<file path="src/rtl/sl_tx_queued_if.sv">
// Word-offer channel of the queued SL transmitter: data, length and valid/ready handshake.
interface sl_tx_queued_if #(
  parameter int MAX_WIDTH = 32
);
  localparam int LW = $clog2(MAX_WIDTH + 1);

  logic [MAX_WIDTH-1:0] s_data;
  logic [LW-1:0]        s_len;
  logic                 s_valid;
  logic                 s_ready;

  modport master (output s_data, output s_len, output s_valid, input s_ready);
  modport slave  (input s_data, input s_len, input s_valid, output s_ready);
endinterface

</file>
<file path="src/rtl/sl_tx_queued.sv">
// Queued SL two-wire transmitter: a small word FIFO feeding an LSB-first serializer
// with a programmable phase length, odd/even line parity and a stop symbol.
module sl_tx_queued #(
  parameter int MAX_WIDTH  = 32,
  parameter int FIFO_DEPTH = 4,
  parameter int DIV_WIDTH  = 8
) (
  input  logic                            clk,
  input  logic                            reset_n,
  sl_tx_queued_if.slave                   bus,
  input  logic [DIV_WIDTH-1:0]            bit_div,
  input  logic                            en,
  output logic                            sl0,
  output logic                            sl1,
  output logic                            busy,
  output logic [$clog2(FIFO_DEPTH+1)-1:0] fifo_level,
  output logic                            err_len
);
  localparam int LW = $clog2(MAX_WIDTH + 1);
  localparam int PW = $clog2(FIFO_DEPTH);
  localparam int CW = $clog2(FIFO_DEPTH + 1);

  typedef enum logic [2:0] {
    ST_IDLE   = 3'd0,
    ST_LOAD   = 3'd1,
    ST_ACTIVE = 3'd2,
    ST_GAP    = 3'd3,
    ST_PARITY = 3'd4,
    ST_STOP   = 3'd5,
    ST_TAIL   = 3'd6
  } state_t;

  // Parity after sending one more bit: par0 follows the zero count (seeded 1), par1 the one count.
  function automatic logic [1:0] par_update(input logic p0, input logic p1, input logic b);
    return {p0 ^ ~b, p1 ^ b};
  endfunction

  // Line levels {sl0, sl1} that belong to a state; the active line is pulled low.
  function automatic logic [1:0] line_levels(input state_t st, input logic b,
                                             input logic p0, input logic p1);
    logic [1:0] lv;
    case (st)
      ST_ACTIVE: lv = {b, ~b};
      ST_PARITY: lv = {p0, p1};
      ST_STOP:   lv = 2'b00;
      default:   lv = 2'b11;
    endcase
    return lv;
  endfunction

  logic [MAX_WIDTH-1:0] mem_data_r [FIFO_DEPTH];
  logic [LW-1:0]        mem_len_r  [FIFO_DEPTH];
  logic [PW-1:0]        wr_ptr_r;
  logic [PW-1:0]        rd_ptr_r;
  logic [CW-1:0]        level_r;
  logic                 err_len_r;

  logic                 full_s;
  logic                 empty_s;
  logic                 offer_s;
  logic                 len_ok_s;
  logic                 push_s;
  logic                 pop_s;
  logic [MAX_WIDTH-1:0] head_data_s;
  logic [LW-1:0]        head_len_s;

  state_t               state_r;
  state_t               state_nxt_s;
  logic [MAX_WIDTH-1:0] shift_r;
  logic [MAX_WIDTH-1:0] shift_nxt_s;
  logic [LW-1:0]        cnt_r;
  logic [LW-1:0]        cnt_nxt_s;
  logic [DIV_WIDTH-1:0] timer_r;
  logic [DIV_WIDTH-1:0] timer_nxt_s;
  logic [DIV_WIDTH-1:0] div_r;
  logic [DIV_WIDTH-1:0] div_nxt_s;
  logic                 par0_r;
  logic                 par1_r;
  logic [1:0]           par_nxt_s;
  logic                 phase_end_s;
  logic [1:0]           lines_nxt_s;
  logic                 sl0_r;
  logic                 sl1_r;

  assign full_s      = (level_r == CW'(FIFO_DEPTH));
  assign empty_s     = (level_r == {CW{1'b0}});
  assign offer_s     = bus.s_valid & ~full_s;
  assign len_ok_s    = (bus.s_len != {LW{1'b0}}) && (bus.s_len <= LW'(MAX_WIDTH));
  assign push_s      = offer_s & len_ok_s;
  assign head_data_s = mem_data_r[rd_ptr_r];
  assign head_len_s  = mem_len_r[rd_ptr_r];
  assign phase_end_s = (timer_r == {DIV_WIDTH{1'b0}});

  assign bus.s_ready = ~full_s;
  assign fifo_level  = level_r;
  assign err_len     = err_len_r;
  assign busy        = (state_r != ST_IDLE);
  assign sl0         = sl0_r;
  assign sl1         = sl1_r;

  // Word FIFO storage, pointers, occupancy and the illegal-length flag.
  always_ff @(posedge clk or negedge reset_n) begin
    if (!reset_n) begin
      for (int i = 0; i < FIFO_DEPTH; i++) begin
        mem_data_r[i] <= {MAX_WIDTH{1'b0}};
        mem_len_r[i]  <= {LW{1'b0}};
      end
      wr_ptr_r  <= {PW{1'b0}};
      rd_ptr_r  <= {PW{1'b0}};
      level_r   <= {CW{1'b0}};
      err_len_r <= 1'b0;
    end else begin
      if (push_s) begin
        mem_data_r[wr_ptr_r] <= bus.s_data;
        mem_len_r[wr_ptr_r]  <= bus.s_len;
        wr_ptr_r             <= wr_ptr_r + PW'(1);
      end
      if (pop_s) begin
        rd_ptr_r <= rd_ptr_r + PW'(1);
      end
      if (push_s && !pop_s) begin
        level_r <= level_r + CW'(1);
      end else if (!push_s && pop_s) begin
        level_r <= level_r - CW'(1);
      end
      err_len_r <= offer_s & ~len_ok_s;
    end
  end

  // Sequencer next state; line levels are derived from the next state so they land with it.
  always_comb begin
    state_nxt_s = state_r;
    shift_nxt_s = shift_r;
    cnt_nxt_s   = cnt_r;
    div_nxt_s   = div_r;
    par_nxt_s   = {par0_r, par1_r};
    pop_s       = 1'b0;
    if (phase_end_s) begin
      timer_nxt_s = div_r;
    end else begin
      timer_nxt_s = timer_r - DIV_WIDTH'(1);
    end
    case (state_r)
      ST_IDLE: begin
        timer_nxt_s = timer_r;
        if (en && !empty_s) begin
          state_nxt_s = ST_LOAD;
        end else begin
          state_nxt_s = ST_IDLE;
        end
      end
      ST_LOAD: begin
        pop_s       = 1'b1;
        shift_nxt_s = head_data_s;
        cnt_nxt_s   = head_len_s;
        div_nxt_s   = bit_div;
        timer_nxt_s = bit_div;
        par_nxt_s   = par_update(1'b1, 1'b0, head_data_s[0]);
        state_nxt_s = ST_ACTIVE;
      end
      ST_ACTIVE: begin
        if (phase_end_s) begin
          state_nxt_s = ST_GAP;
        end else begin
          state_nxt_s = ST_ACTIVE;
        end
      end
      ST_GAP: begin
        if (phase_end_s) begin
          shift_nxt_s = shift_r >> 1;
          cnt_nxt_s   = cnt_r - LW'(1);
          if (cnt_r != LW'(1)) begin
            par_nxt_s   = par_update(par0_r, par1_r, shift_r[1]);
            state_nxt_s = ST_ACTIVE;
          end else begin
            state_nxt_s = ST_PARITY;
          end
        end else begin
          state_nxt_s = ST_GAP;
        end
      end
      ST_PARITY: begin
        if (phase_end_s) begin
          state_nxt_s = ST_STOP;
        end else begin
          state_nxt_s = ST_PARITY;
        end
      end
      ST_STOP: begin
        if (phase_end_s) begin
          state_nxt_s = ST_TAIL;
        end else begin
          state_nxt_s = ST_STOP;
        end
      end
      ST_TAIL: begin
        if (phase_end_s && en && !empty_s) begin
          state_nxt_s = ST_LOAD;
        end else if (phase_end_s) begin
          state_nxt_s = ST_IDLE;
        end else begin
          state_nxt_s = ST_TAIL;
        end
      end
      default: begin
        state_nxt_s = ST_IDLE;
      end
    endcase
    lines_nxt_s = line_levels(state_nxt_s, shift_nxt_s[0], par_nxt_s[1], par_nxt_s[0]);
  end

  // Sequencer state, datapath and registered line drivers.
  always_ff @(posedge clk or negedge reset_n) begin
    if (!reset_n) begin
      state_r <= ST_IDLE;
      shift_r <= {MAX_WIDTH{1'b0}};
      cnt_r   <= {LW{1'b0}};
      timer_r <= {DIV_WIDTH{1'b0}};
      div_r   <= {DIV_WIDTH{1'b0}};
      par0_r  <= 1'b1;
      par1_r  <= 1'b0;
      sl0_r   <= 1'b1;
      sl1_r   <= 1'b1;
    end else begin
      state_r <= state_nxt_s;
      shift_r <= shift_nxt_s;
      cnt_r   <= cnt_nxt_s;
      timer_r <= timer_nxt_s;
      div_r   <= div_nxt_s;
      par0_r  <= par_nxt_s[1];
      par1_r  <= par_nxt_s[0];
      sl0_r   <= lines_nxt_s[1];
      sl1_r   <= lines_nxt_s[0];
    end
  end
endmodule

</file>
<file path="src/flat_wrapper.sv">
// flat-port wrapper written by rule: the top's interface ports become plain ports
module sl_tx_queued_flat 
#(
  parameter int MAX_WIDTH  = 32,
  parameter int FIFO_DEPTH = 4,
  parameter int DIV_WIDTH  = 8
)
  (clk, reset_n, bit_div, en, sl0, sl1, busy, fifo_level, err_len, bus_s_data, bus_s_len, bus_s_valid, bus_s_ready);
  sl_tx_queued_if #(.MAX_WIDTH(MAX_WIDTH)) bus_i ();
  input  logic clk;
  input  logic reset_n;
  input  logic [DIV_WIDTH-1:0] bit_div;
  input  logic en;
  output logic sl0;
  output logic sl1;
  output logic busy;
  output logic [$clog2(FIFO_DEPTH+1)-1:0] fifo_level;
  output logic err_len;
  input wire logic [$bits(bus_i.s_data)-1:0] bus_s_data;
  input wire logic [$bits(bus_i.s_len)-1:0] bus_s_len;
  input wire logic [$bits(bus_i.s_valid)-1:0] bus_s_valid;
  output wire logic [$bits(bus_i.s_ready)-1:0] bus_s_ready;
  assign bus_i.s_data = bus_s_data;
  assign bus_i.s_len = bus_s_len;
  assign bus_i.s_valid = bus_s_valid;
  assign bus_s_ready = bus_i.s_ready;
  sl_tx_queued #(.MAX_WIDTH(MAX_WIDTH), .FIFO_DEPTH(FIFO_DEPTH), .DIV_WIDTH(DIV_WIDTH)) u_core (.clk(clk), .reset_n(reset_n), .bus(bus_i), .bit_div(bit_div), .en(en), .sl0(sl0), .sl1(sl1), .busy(busy), .fifo_level(fifo_level), .err_len(err_len));
endmodule
</file>
<file path="config.mk">
export PLATFORM = sky130hd
export DESIGN_NAME = sl_tx_queued_flat
export DESIGN_NICKNAME = d
export VERILOG_FILES = /design/src/rtl/sl_tx_queued_if.sv /design/src/rtl/sl_tx_queued.sv /design/src/flat_wrapper.sv
export SDC_FILE = /design/constraint.sdc
export NUM_CORES = 1
export LEC_CHECK = 0
export ABC_AREA = 1
export ABC_CLOCK_PERIOD_IN_PS = 4430
export CORE_MARGIN = 2
export CORE_UTILIZATION = 50
export CTS_CLUSTER_SIZE = 10
export DETAILED_ROUTE_END_ITERATION = 7
export HOLD_SLACK_MARGIN = 0.03
export PLACE_DENSITY = 0.73
export SLEW_MARGIN = 20
export SYNTH_ARGS = -nofsm -noshare
export SYNTH_HDL_FRONTEND = slang
export SYNTH_SLANG_ARGS = --single-unit
</file>
<file path="constraint.sdc">
create_clock -name clk -period 4.43 [get_ports clk]
set_input_delay 0.886 -clock clk [delete_from_list [all_inputs] [get_ports clk]]
set_output_delay 0.886 -clock clk [all_outputs]
set_load 0.005 [all_outputs]
</file>
Word level (Yosys, flattened, before mapping)
Index checks and enable logic that the tools add are counted.
- register bits after elaboration: 221
- latch bits: 0
- memory bits (writable): 0
- memory bits (read-only): 0
- input bits: 50
- output and inout port bits: 8
- word-level logic and storage cells: 107
- memories kept: 0
- $add $sub $neg: 6
- $mul: 0
- div/mod/pow operators: 0
- $lt $le $gt $ge: 4
- equal/unequal tests: 12
- shift operators: 0
- mux-type cells: 34
- bitwise gates (word level): 11
- reductions and logical operators: 18
- operators by type and width (kind ; number):
    bitwise mux 128 bit ; 1
    2-to-1 mux 32 bit ; 4
    binary-select mux 32 bit (select 2 bit) ; 1
    demux 32 bit (select 2 bit) ; 1
    case mux 32 bit (2 select lines) ; 1
    bitwise mux 24 bit ; 1
    2-to-1 mux 6 bit ; 4
    case mux 3 bit (7 select lines) ; 1
    == test 3 bit (second input constant) ; 6
    2-to-1 mux 3 bit ; 6
    case mux 8 bit (2 select lines) ; 1
    binary-select mux 6 bit (select 2 bit) ; 1
    demux 6 bit (select 2 bit) ; 1
    case mux 6 bit (2 select lines) ; 1
    == test 3 x 2 -> 1 bit (second input constant) ; 3
    zero test 8 bit ; 1
    2-to-1 mux 8 bit ; 1
    subtractor 8 x 1 -> 8 bit (second input constant) ; 1
    logical AND 1 bit ; 7
    >= comparator 3 bit (second input constant) ; 2
    <= comparator 6 bit (second input constant) ; 1
    zero test 3 bit ; 2
    2-to-1 mux 2 bit ; 3
    inequality test 6 x 1 -> 1 bit (second input constant) ; 1
    other kinds (19) ; 33

Longest topological paths before layout
Gate-level depths: netlist of the first run.
- depth in word-level cells: 8
- depth in mapped cells: 13
- gate-level depth less buffers: 12

Worst setup path before layout of the first run
Ideal clock, no wire load.
- path type: input -> register
- start point: input port bus_s_len[3]
- end point: register u_core.level_r[2] (netlist: u_core.fifo_level[2])
- setup time: 131 ps
- arrival: 2500 ps
- data required time: 4299 ps
- slack: 1799 ps
- stages: 12
- path buffers: 1
- path through: nor3_1 nand2_1 nand2_1 nand3_2 buf_4 inv_1 ha_1 inv_1 fa_1 a21oi_1 o21ai_0 xor2_1
- longest elaborated chain between the ends: 6
- elaborated cells between the ends (all ways): 9
- classes of those cells: order compare (1); mux (1); bitwise (1); reduce/logical (6)
- ends and longest elaborated chain (element ; RTL line ; source):
    start, declared ; flat_wrapper.sv:20 ; input wire logic [$bits(bus_i.s_len)-1:0] bus_s_len;
    <= comparator 6 bit / nonzero test 6 bit (equally long branches) ; sl_tx_queued.sv:88 ; assign len_ok_s = (bus.s_len != {LW{1'b0}}) && (bus.s_len <= LW'(MAX_WIDTH));
    logical AND 1 bit (*) ; sl_tx_queued.sv:88 ;
    bitwise AND 1 bit (*) ; sl_tx_queued.sv:89 ; assign push_s = offer_s & len_ok_s;
    net u_core.push_s ; sl_tx_queued.sv:62 ; logic push_s;
    zero test 1 bit ; sl_tx_queued.sv:123 ; end else if (!push_s && pop_s) begin
    logical AND 1 bit ; sl_tx_queued.sv:123 ;
    nonzero test 2 bit (no source line) ; - ;
    end signal, assigned ; sl_tx_queued.sv:110 ; level_r <= {CW{1'b0}};
    end signal, assigned ; sl_tx_queued.sv:122 ; level_r <= level_r + CW'(1);
    end signal, assigned ; sl_tx_queued.sv:124 ; level_r <= level_r - CW'(1);
    end, declared ; sl_tx_queued.sv:55 ; logic [CW-1:0] level_r;
Mark *: on every way through the listed nets, which the timed path passes. The rest lies on a longest branch.
A chain may end at the register's enable or synchronous reset.

Worst setup path in the final report of the first run
- start point: input port bus_s_len[2]
- end point: register u_core.mem_data_r[0] in the netlist's numbering
- longest elaborated chain between the ends: 3
- elaborated cells between the ends (all ways): 4
- classes of those cells: order compare (1); bitwise (1); reduce/logical (2)
- ends and longest elaborated chain (element ; RTL line ; source):
    <= comparator 6 bit / nonzero test 6 bit (equally long branches) ; sl_tx_queued.sv:88 ;
    logical AND 1 bit (*) ; sl_tx_queued.sv:88 ;
    bitwise AND 1 bit (*) ; sl_tx_queued.sv:89 ;
    end signal, assigned by index ; sl_tx_queued.sv:105 ; mem_data_r[i] <= {MAX_WIDTH{1'b0}};
    end signal, assigned by index ; sl_tx_queued.sv:114 ; mem_data_r[wr_ptr_r] <= bus.s_data;
    end, declared ; sl_tx_queued.sv:51 ; logic [MAX_WIDTH-1:0] mem_data_r [FIFO_DEPTH];
Every way passes the cells marked *; elsewhere a longest branch is shown, timed or not.

==> results_tabular.tex, run 1 <==
\begin{tabular}{lr}
\hline
Metric & Value \\
\hline
\multicolumn{2}{l}{\textbf{Power}} \\
\quad Leak pwr & 5.657 nW \\
\quad Worst-case vdd ir drop & 383.9 uV \\
\quad Total power density per cell area & 699.0 mW/mm2 \\
\quad Total power & 8.380 mW \\
\multicolumn{2}{l}{\textbf{Clock tree}} \\
\quad Clock tree from TritonCTS & done \\
\quad Max Buffers Root-to-Sink & 3 \\
\quad Clock H-tree levels & 1 \\
\quad Cell at the root of the clock tree & clkbuf\_16 \\
\quad TritonCTS buffer count & 26 \\
\quad CTS Sinks & 221 \\
\quad CTS resizes & 0 \\
\quad CTS hold repair buffers & 0 \\
\quad Clk\_lat worst skew & 530 ps \\
\quad Buffer count from post-CTS setup fixing & 0 \\
\quad Clock-pin slew on the worst setup and hold paths & 60 ps \\
\multicolumn{2}{l}{\textbf{Timing}} \\
\quad Final Hold Violating Endpoints & 0 \\
\quad Final clock skew & 19.49 ps \\
\quad Max-slew violation count & 0 \\
\quad Post-route setup TNS & 0 ps \\
\quad Minimum clock period & 3248 ps \\
\quad Maximum frequency from static timing analysis & 0.3079 GHz \\
\quad Slew at the pin closest to its max-slew limit & 1080 ps \\
\quad Slew Limit Headroom & 0.2754 \\
\quad Final period utilization & 0.7333 \\
\quad Count of endpoints failing setup in the final report & 0 \\
\quad RSZ-0062 raised after global routing & no \\
\multicolumn{2}{l}{\textbf{Synthesis}} \\
\quad Synth warn & 0 \\
\quad Register area share after synthesis & 0.5260 \\
\quad Post-Synthesis Cells & 1,322 \\
\quad Area of the mapped netlist & 0.01052 mm2 \\
\quad EDFF count, synth & 0 \\
\quad Distinct cell type count after synthesis & 31 \\
\quad Flip-flop and latch count after synthesis & 221 \\
\quad Top FF cell, synth & dfrtp\_1 \\
\quad Net Count, Synth & 1,381 \\
\quad Post-synthesis cell type with the largest combined area & dfrtp\_1 \\
\quad Largest cells by area after synthesis & dfrtp\_1 52\%, nand2\_1 16\%, o21ai\_0 8.5\%, nand3\_1 5.3\%, inv\_1 3.1\% \\
\quad Async set-reset flop share out of synthesis & 1.000 \\
\quad Post-Syn Area per Cell & 7.958 um2 \\
\quad Portion of synthesized cell area occupied by the leading cell type & 0.5186 \\
\multicolumn{2}{l}{\textbf{Finish}} \\
\quad Top library cells by usage in the layout, fill and taps aside & 455 x nand2\_1, 217 x dfrtp\_1, 179 x o21ai\_0, 111 x nand3\_1, 83 x inv\_1 \\
\quad Most common cell after layout, fill and taps aside & nand2\_1 \\
\quad Fraction of final layout cells sized beyond drive strength 1 & 0.04874 \\
\quad Number of filler cells placed in the layout & 1,892 \\
\quad Signed area change from the synthesized netlist to the final layout & 13.96\% \\
\quad Number of nets in the final layout & 1,406 \\
\quad Number of antenna repair diodes & 0 \\
\quad Final Non-Filler Cells & 1,629 \\
\multicolumn{2}{l}{\textbf{Global route}} \\
\quad Pin count of the biggest net entering global routing & 130 \\
\quad Via count of the first global-routing pass & 8,527 \\
\quad Sum of overflow across all layers after global routing & 0 \\
\quad Total routing usage reported by global routing & 0.2373 \\
\quad Wire length of the first global-routing pass & 42.84 mm \\
\quad Initial antenna violation count & 0 \\
\multicolumn{2}{l}{\textbf{Floorplanning}} \\
\quad Die Height & 149.1 um \\
\quad Floorplan core area & 0.02082 mm2 \\
\quad Total number of placement rows & 53 \\
\quad Starting density of the core & 0.5052 \\
\quad Chip width & 149.1 um \\
\quad Area of the die & 0.02222 mm2 \\
\quad I/O Pins & 58 \\
\multicolumn{2}{l}{\textbf{Critical path}} \\
\quad Sort of element at the start of the critical path & input port \\
\quad Required time reported for the critical path endpoint & 4800 ps \\
\quad Worst flop-to-flop path startpoint & u\_core.timer\_r[0] \\
\quad WP data arrival & 3620 ps \\
\quad Start-to-end type of the worst setup path & in -> reg \\
\quad Number of cells on the worst reg-to-reg path & 10 \\
\quad Biggest fanout along the worst timing path & 41 \\
\quad Worst R2R End & u\_core.shift\_r[30] \\
\quad Slack of the worst reg-to-reg path & 1340 ps \\
\quad Kind of capture point of the worst setup path & flip-flop \\
\multicolumn{2}{l}{\textbf{Run status}} \\
\quad Result of the run & finished clean \\
\multicolumn{2}{l}{\textbf{Drt}} \\
\quad DR WL/cell & 15.71 um \\
\quad Via total after detailed routing & 8,840 \\
\quad Via-per-instance ratio & 5.427 \\
\quad Overall routed net length & 25.60 mm \\
\quad Remaining design rule violation count & 0 \\
\quad Antenna-violating nets left & 0 \\
\quad Number of DRC violations after detailed-routing iteration 0 & 511 \\
\quad Detailed-router iteration count before antenna repair & 5 \\
\multicolumn{2}{l}{\textbf{Placed design}} \\
\quad DP HPWL & 14.96 mm \\
\quad Placed Cells incl. Taps & 1,592 \\
\quad Routability congestion estimate from global placement & 0.7976 \\
\quad Number of port buffers & 57 \\
\multicolumn{2}{l}{\textbf{Min path}} \\
\quad Class of the most critical hold timing path & in -> async \\
\multicolumn{2}{l}{\textbf{Job}} \\
\quad Number of max-cap violations & 0 \\
\hline
\end{tabular}
where the power goes:
part / leakage [nW] / switching, mW / total (mW) / internal, mW
Clock: 0.349 / 0.782 / 1.87 / 1.09
Combinational: 2.59 / 1.98 / 3.03 / 1.05
Sequential: 2.72 / 0.501 / 3.48 / 2.98
Total: 5.66 / 3.26 / 8.38 / 5.12
routing by layer:
layer | share of wire | vias up | GRT usage
met5 | 0 | - | 0
met4 | 0.019 | 0 | 0.05524
met3 | 0.052 | 33 | 0.03180
met2 | 0.49 | 240 | 0.3977
met1 | 0.44 | 4227 | 0.3310
li1 | - | 4340 | -
registers in the layout, indices dropped and copies added, names as in the netlist, 3 cells and up:
name	count
u_core.shift_r	32
u_core.mem_data_r	128
u_core.mem_len_r	24
u_core.fifo_level	3
u_core.cnt_r	6
u_core.state_r	3
u_core.div_r	8
u_core.timer_r	8
stage by stage:
stage / instance area [um2] / hold slack, ps / util / setup slack (ps)
after floorplan: 10520 / 438.7 / - / 1799
after global placement: 11190 / 453.7 / 0.5374 / 703.3
after detailed placement: 11220 / 457.4 / 0.5387 / 624.0
after CTS: 11930 / 476.2 / 0.5731 / 1167
after global routing: 11990 / 268.1 / 0.5758 / 919.6
final: 11990 / 249.1 / 0.5758 / 1182
cells in the mapped netlist (8+ instances only):
library cell    n
a21oi_1        58
a31oi_1        12
buf_2          26
buf_4          10
clkbuf_1       35
dfrtp_1       218
ha_1            8
inv_1          86
nand2_1       455
nand3_1       111
nor2_1         35
o211ai_1       10
o21ai_0       179
o21ai_1        35
area by class of cell:
| cell class | instances | area [um2] | area share |
|---|---|---|---|
| Multi-Input combinational cell | 930 | 4249 | 0.3544 |
| Sequential cell | 221 | 5535 | 0.4617 |
| Timing Repair Buffer | 78 | 805.8 | 0.06721 |
| Inverter | 90 | 337.8 | 0.02818 |
| Tap cell | 275 | 344.1 | 0.02870 |
| Clock buffer | 34 | 700.7 | 0.05844 |
| Clock inverter | 1 | 16.27 | 0.001357 |
critical path, cell delays in order:
cell	delay, ps
clkdlybuf4s50_1	500
nor3_1	200
nand2_1	90
nand2_1	120
nand3_4	390
buf_4	400
nor2_4	820
o21ai_0	170
cell families (layout without fill, tap and decap cells):
| kind of cell | Yosys count | count (layout) | share of synthesized area |
|---|---|---|---|
| compound gates | 294 | 294 | 0.1437 |
| xor+xnor | 10 | 10 | 0.008326 |
| fa+ha+maj | 9 | 9 | 0.01142 |
| buf+inv | 171 | 203 | 0.07267 |
| flops | 221 | 221 | 0.5260 |
| simple gates | 617 | 617 | 0.2379 |
how the worst max path moves through the flow:
stage | start | to | cells past startpoint
floorplan | bus_s_len[3] | u_core.fifo_level[2] | 12
finish | bus_s_len[2] | u_core.mem_data_r[0] | 8
CTS | bus_s_len[2] | u_core.mem_data_r[30] | 9
global placement | bus_s_len[3] | u_core.mem_data_r[0] | 8
detailed placement | bus_s_len[2] | u_core.mem_data_r[0] | 8
global route | bus_s_len[3] | u_core.mem_data_r[30] | 9
(Power assumes the default switching activity.)
==> run 2, diff against run 1 <==
Settings changed: ABC_CLOCK_PERIOD_IN_PS 4430 to 2880, PLACE_DENSITY 0.73 to 0.75.
Clock period 4.43 ns to 2.88 ns, I/O delays scaled along.
==> results_tabular.tex, run 2 (synthesis gave the netlist of run 1 again) <==
\begin{tabular}{lr}
\hline
Metric & Value \\
\hline
\multicolumn{2}{l}{\textbf{Run status}} \\
\quad Result of the run & finished clean (unchanged) \\
\multicolumn{2}{l}{\textbf{Finish}} \\
\quad Number of filler cells placed in the layout & 1,898 (was 1,892) \\
\quad Number of nets in the final layout & 1,421 (was 1,406) \\
\quad Max reg flops & 128 (unchanged) \\
\quad Number of antenna repair diodes & 0 (unchanged) \\
\quad Final Non-Filler Cells & 1,647 (was 1,629) \\
\quad Fraction of final layout cells sized beyond drive strength 1 & 0.05904 (was 0.04874) \\
\quad Largest register by flop count & u\_core.mem\_data\_r (unchanged) \\
\quad Top library cells by usage in the layout, fill and taps aside & 455 x nand2\_1, 217 x dfrtp\_1, 179 x o21ai\_0, 111 x nand3\_1, 85 x inv\_1 (was 455 x nand2\_1, 217 x dfrtp\_1, 179 x o21ai\_0, 111 x nand3\_1, 83 x inv\_1) \\
\quad Post-route cell area & 0.01214 mm2 (was 0.01199 mm2) \\
\quad Most common cell after layout, fill and taps aside & nand2\_1 (unchanged) \\
\quad Registers with the highest flip-flop counts & u\_core.mem\_data\_r (128), u\_core.shift\_r (32), u\_core.mem\_len\_r (24) (unchanged) \\
\quad Signed area change from the synthesized netlist to the final layout & 15.40\% (was 13.96\%) \\
\multicolumn{2}{l}{\textbf{Critical path}} \\
\quad Critical-path cell list & clkinv\_1 -> nand3\_1 -> clkdlybuf4s50\_1 (was clkdlybuf4s50\_1 -> nor3\_1 -> nand2\_1 -> nand2\_1 -> nand3\_4 -> buf\_4 -> nor2\_4 -> o21ai\_0) \\
\quad WP data arrival & 1760 ps (was 3620 ps) \\
\quad Biggest fanout along the worst timing path & 7 (was 41) \\
\quad Required time reported for the critical path endpoint & 2300 ps (was 4800 ps) \\
\quad Sort of element at the start of the critical path & flip-flop (was input port) \\
\quad Kind of capture point of the worst setup path & primary output (was flip-flop) \\
\quad Start-to-end type of the worst setup path & reg -> out (was in -> reg) \\
\quad Delay contributed by the slowest stage of the critical path & 510 ps (was 820 ps) \\
\quad Max stage delay cell, worst path & clkdlybuf4s50\_1 (was nor2\_4) \\
\multicolumn{2}{l}{\textbf{Clock tree}} \\
\quad Clock-pin slew on the worst setup and hold paths & 60 ps (about the same) \\
\quad Max Buffers Root-to-Sink & 3 (unchanged) \\
\quad Clk\_lat worst skew & 530 ps (about the same) \\
\quad TritonCTS buffer count & 26 (unchanged) \\
\quad CTS Sinks & 221 (unchanged) \\
\quad Clock H-tree levels & 1 (unchanged) \\
\quad Cell at the root of the clock tree & clkbuf\_16 (unchanged) \\
\quad Clock tree from TritonCTS & done (unchanged) \\
\multicolumn{2}{l}{\textbf{Timing}} \\
\quad Post-route setup TNS & 0 ps (unchanged) \\
\quad RSZ-0062 raised after global routing & no (unchanged) \\
\quad Post-layout worst setup margin & 548.2 ps (was 1182 ps) \\
\quad Max-slew violation count & 0 (unchanged) \\
\quad Final Hold Violating Endpoints & 0 (unchanged) \\
\quad Count of endpoints failing setup in the final report & 0 (unchanged) \\
\quad Maximum frequency from static timing analysis & 0.4288 GHz \\
\quad Final period utilization & 0.8097 \\
\quad Slew Limit Headroom & 0.2786 (was 0.2754) \\
\quad Slew at the pin closest to its max-slew limit & 1081 ps (was 1080 ps) \\
\quad Final clock skew & 20.04 ps (was 19.49 ps) \\
\quad Minimum clock period & 2332 ps \\
\multicolumn{2}{l}{\textbf{Placed design}} \\
\quad Area of placed instances & 0.01139 mm2 (was 0.01122 mm2) \\
\quad Worst slack at placement & 167.7 ps (was 624.0 ps) \\
\quad Routability congestion estimate from global placement & 0.7990 (was 0.7976) \\
\quad Number of port buffers & 57 (unchanged) \\
\quad DP HPWL & 15.67 mm (was 14.96 mm) \\
\quad Placed Cells incl. Taps & 1,608 (was 1,592) \\
\multicolumn{2}{l}{\textbf{Global route}} \\
\quad Total routing usage reported by global routing & 0.2432 (was 0.2373) \\
\quad Via count of the first global-routing pass & 8,760 (was 8,527) \\
\quad Initial antenna violation count & 0 (unchanged) \\
\quad Pin count of the biggest net entering global routing & 113 (was 130) \\
\quad Sum of overflow across all layers after global routing & 0 (unchanged) \\
\quad Wire length of the first global-routing pass & 44.17 mm (was 42.84 mm) \\
\multicolumn{2}{l}{\textbf{Power}} \\
\quad Worst-case vdd ir drop & 507.5 uV (was 383.9 uV) \\
\quad Total power density per cell area & 1073 mW/mm2 (was 699.0 mW/mm2) \\
\quad Leak pwr & 5.750 nW (was 5.657 nW) \\
\quad Total power & 13.03 mW (was 8.380 mW) \\
\multicolumn{2}{l}{\textbf{Drt}} \\
\quad DR WL/cell & 15.64 um (was 15.71 um) \\
\quad Detailed-router iteration count before antenna repair & 5 (unchanged) \\
\quad Remaining design rule violation count & 0 (unchanged) \\
\quad Overall routed net length & 25.75 mm (was 25.60 mm) \\
\quad Via-per-instance ratio & 5.450 (was 5.427) \\
\quad Antenna-violating nets left & 0 (unchanged) \\
\quad Number of DRC violations after detailed-routing iteration 0 & 875 (was 511) \\
\quad Via total after detailed routing & 8,976 (was 8,840) \\
\multicolumn{2}{l}{\textbf{Floorplanning}} \\
\quad Starting density of the core & 0.5052 (unchanged) \\
\quad Total number of placement rows & 53 (unchanged) \\
\quad Floorplan core area & 0.02082 mm2 (unchanged) \\
\quad Chip width & 149.1 um (unchanged) \\
\quad I/O Pins & 58 (unchanged) \\
\quad Area of the die & 0.02222 mm2 (unchanged) \\
\quad Die Height & 149.1 um (unchanged) \\
\multicolumn{2}{l}{\textbf{Job}} \\
\quad Number of max-cap violations & 0 (unchanged) \\
\multicolumn{2}{l}{\textbf{Min path}} \\
\quad Class of the most critical hold timing path & reg -> reg (was in -> async) \\
\hline
\end{tabular}
-- run 2: changes by cell type in the layout (fill, tap and decap cells not counted) --
cell,delta
buf_16,-3
dlygate4sd3_1,+1
clkbuf_8,+1
buf_4,+11
buf_12,+6
inv_1,+2
clkbuf_1,+2
clkinv_1,-2
-- run 2: cell type report --
| type | count | area (um2) | share of cell area |
|---|---|---|---|
| inverter | 90 | 337.8 | 0.02783 |
| sequential | 221 | 5535 | 0.4559 |
| tap | 275 | 344.1 | 0.02834 |
| multi-input combinational | 930 | 4249 | 0.3500 |
| clock inverter | 1 | 16.27 | 0.001340 |
| timing repair buffer | 93 | 935.9 | 0.07709 |
| clock buffer | 37 | 721.9 | 0.05947 |
-- run 2: power by group --
group / total, mW / switching [mW] / internal, mW
combinational: 4.81 / 3.12 / 1.68
sequential: 5.31 / 0.727 / 4.58
clock: 2.92 / 1.21 / 1.71
-- run 2: layer usage --
metal  GRT usage  vias up  routed length, um  part of all wire
met5           0        -                  0                 0
met1      0.3456     4322              11620              0.45
met4     0.06857        0                599             0.023
met2      0.3954      236              12290              0.48
met3     0.03089       48               1243             0.048
li1            -     4370                  -                 -
-- run 2: critical path: cells and delay by family, from the launching register on --
kind	cells	cell delay, ps
flip-flops	1	370
buffers and inverters	2	710
AND/OR/NAND/NOR	1	170
-- run 2: metrics by stage --
stage,hold slack [ps],util
after global routing,491.2,0.5830
after floorplan,280.4,-
after global placement,453.1,0.5471
after detailed placement,457.5,0.5471
after CTS,473.2,0.5830
final,475.6,0.5830
-- run 2: path summary, 6_finish.rpt --
check / from / to / slack (ps) / depth (start not counted)
max in group asynchronous: reset_n / u_core.mem_data_r[8] / 1440 / 3
worst min register to register: u_core.div_r[3] / u_core.div_r[3] / 480 / 2
worst min-delay path: u_core.div_r[3] / u_core.div_r[3] / 480 / 2
worst max-delay path: u_core.state_r[1] / busy / 550 / 3
min in group asynchronous: reset_n / u_core.timer_r[7] / 600 / 2
worst max register to register: u_core.timer_r[0] / u_core.cnt_r[2] / 710 / 8
-- run 2: repair_timing --
action / 4_1_cts / 5_1_grt
hold buffers: 1 / 0
hold endpoints to repair: 56 / 0
resized for setup: 0 / 0
buffers inserted: 0 / 0
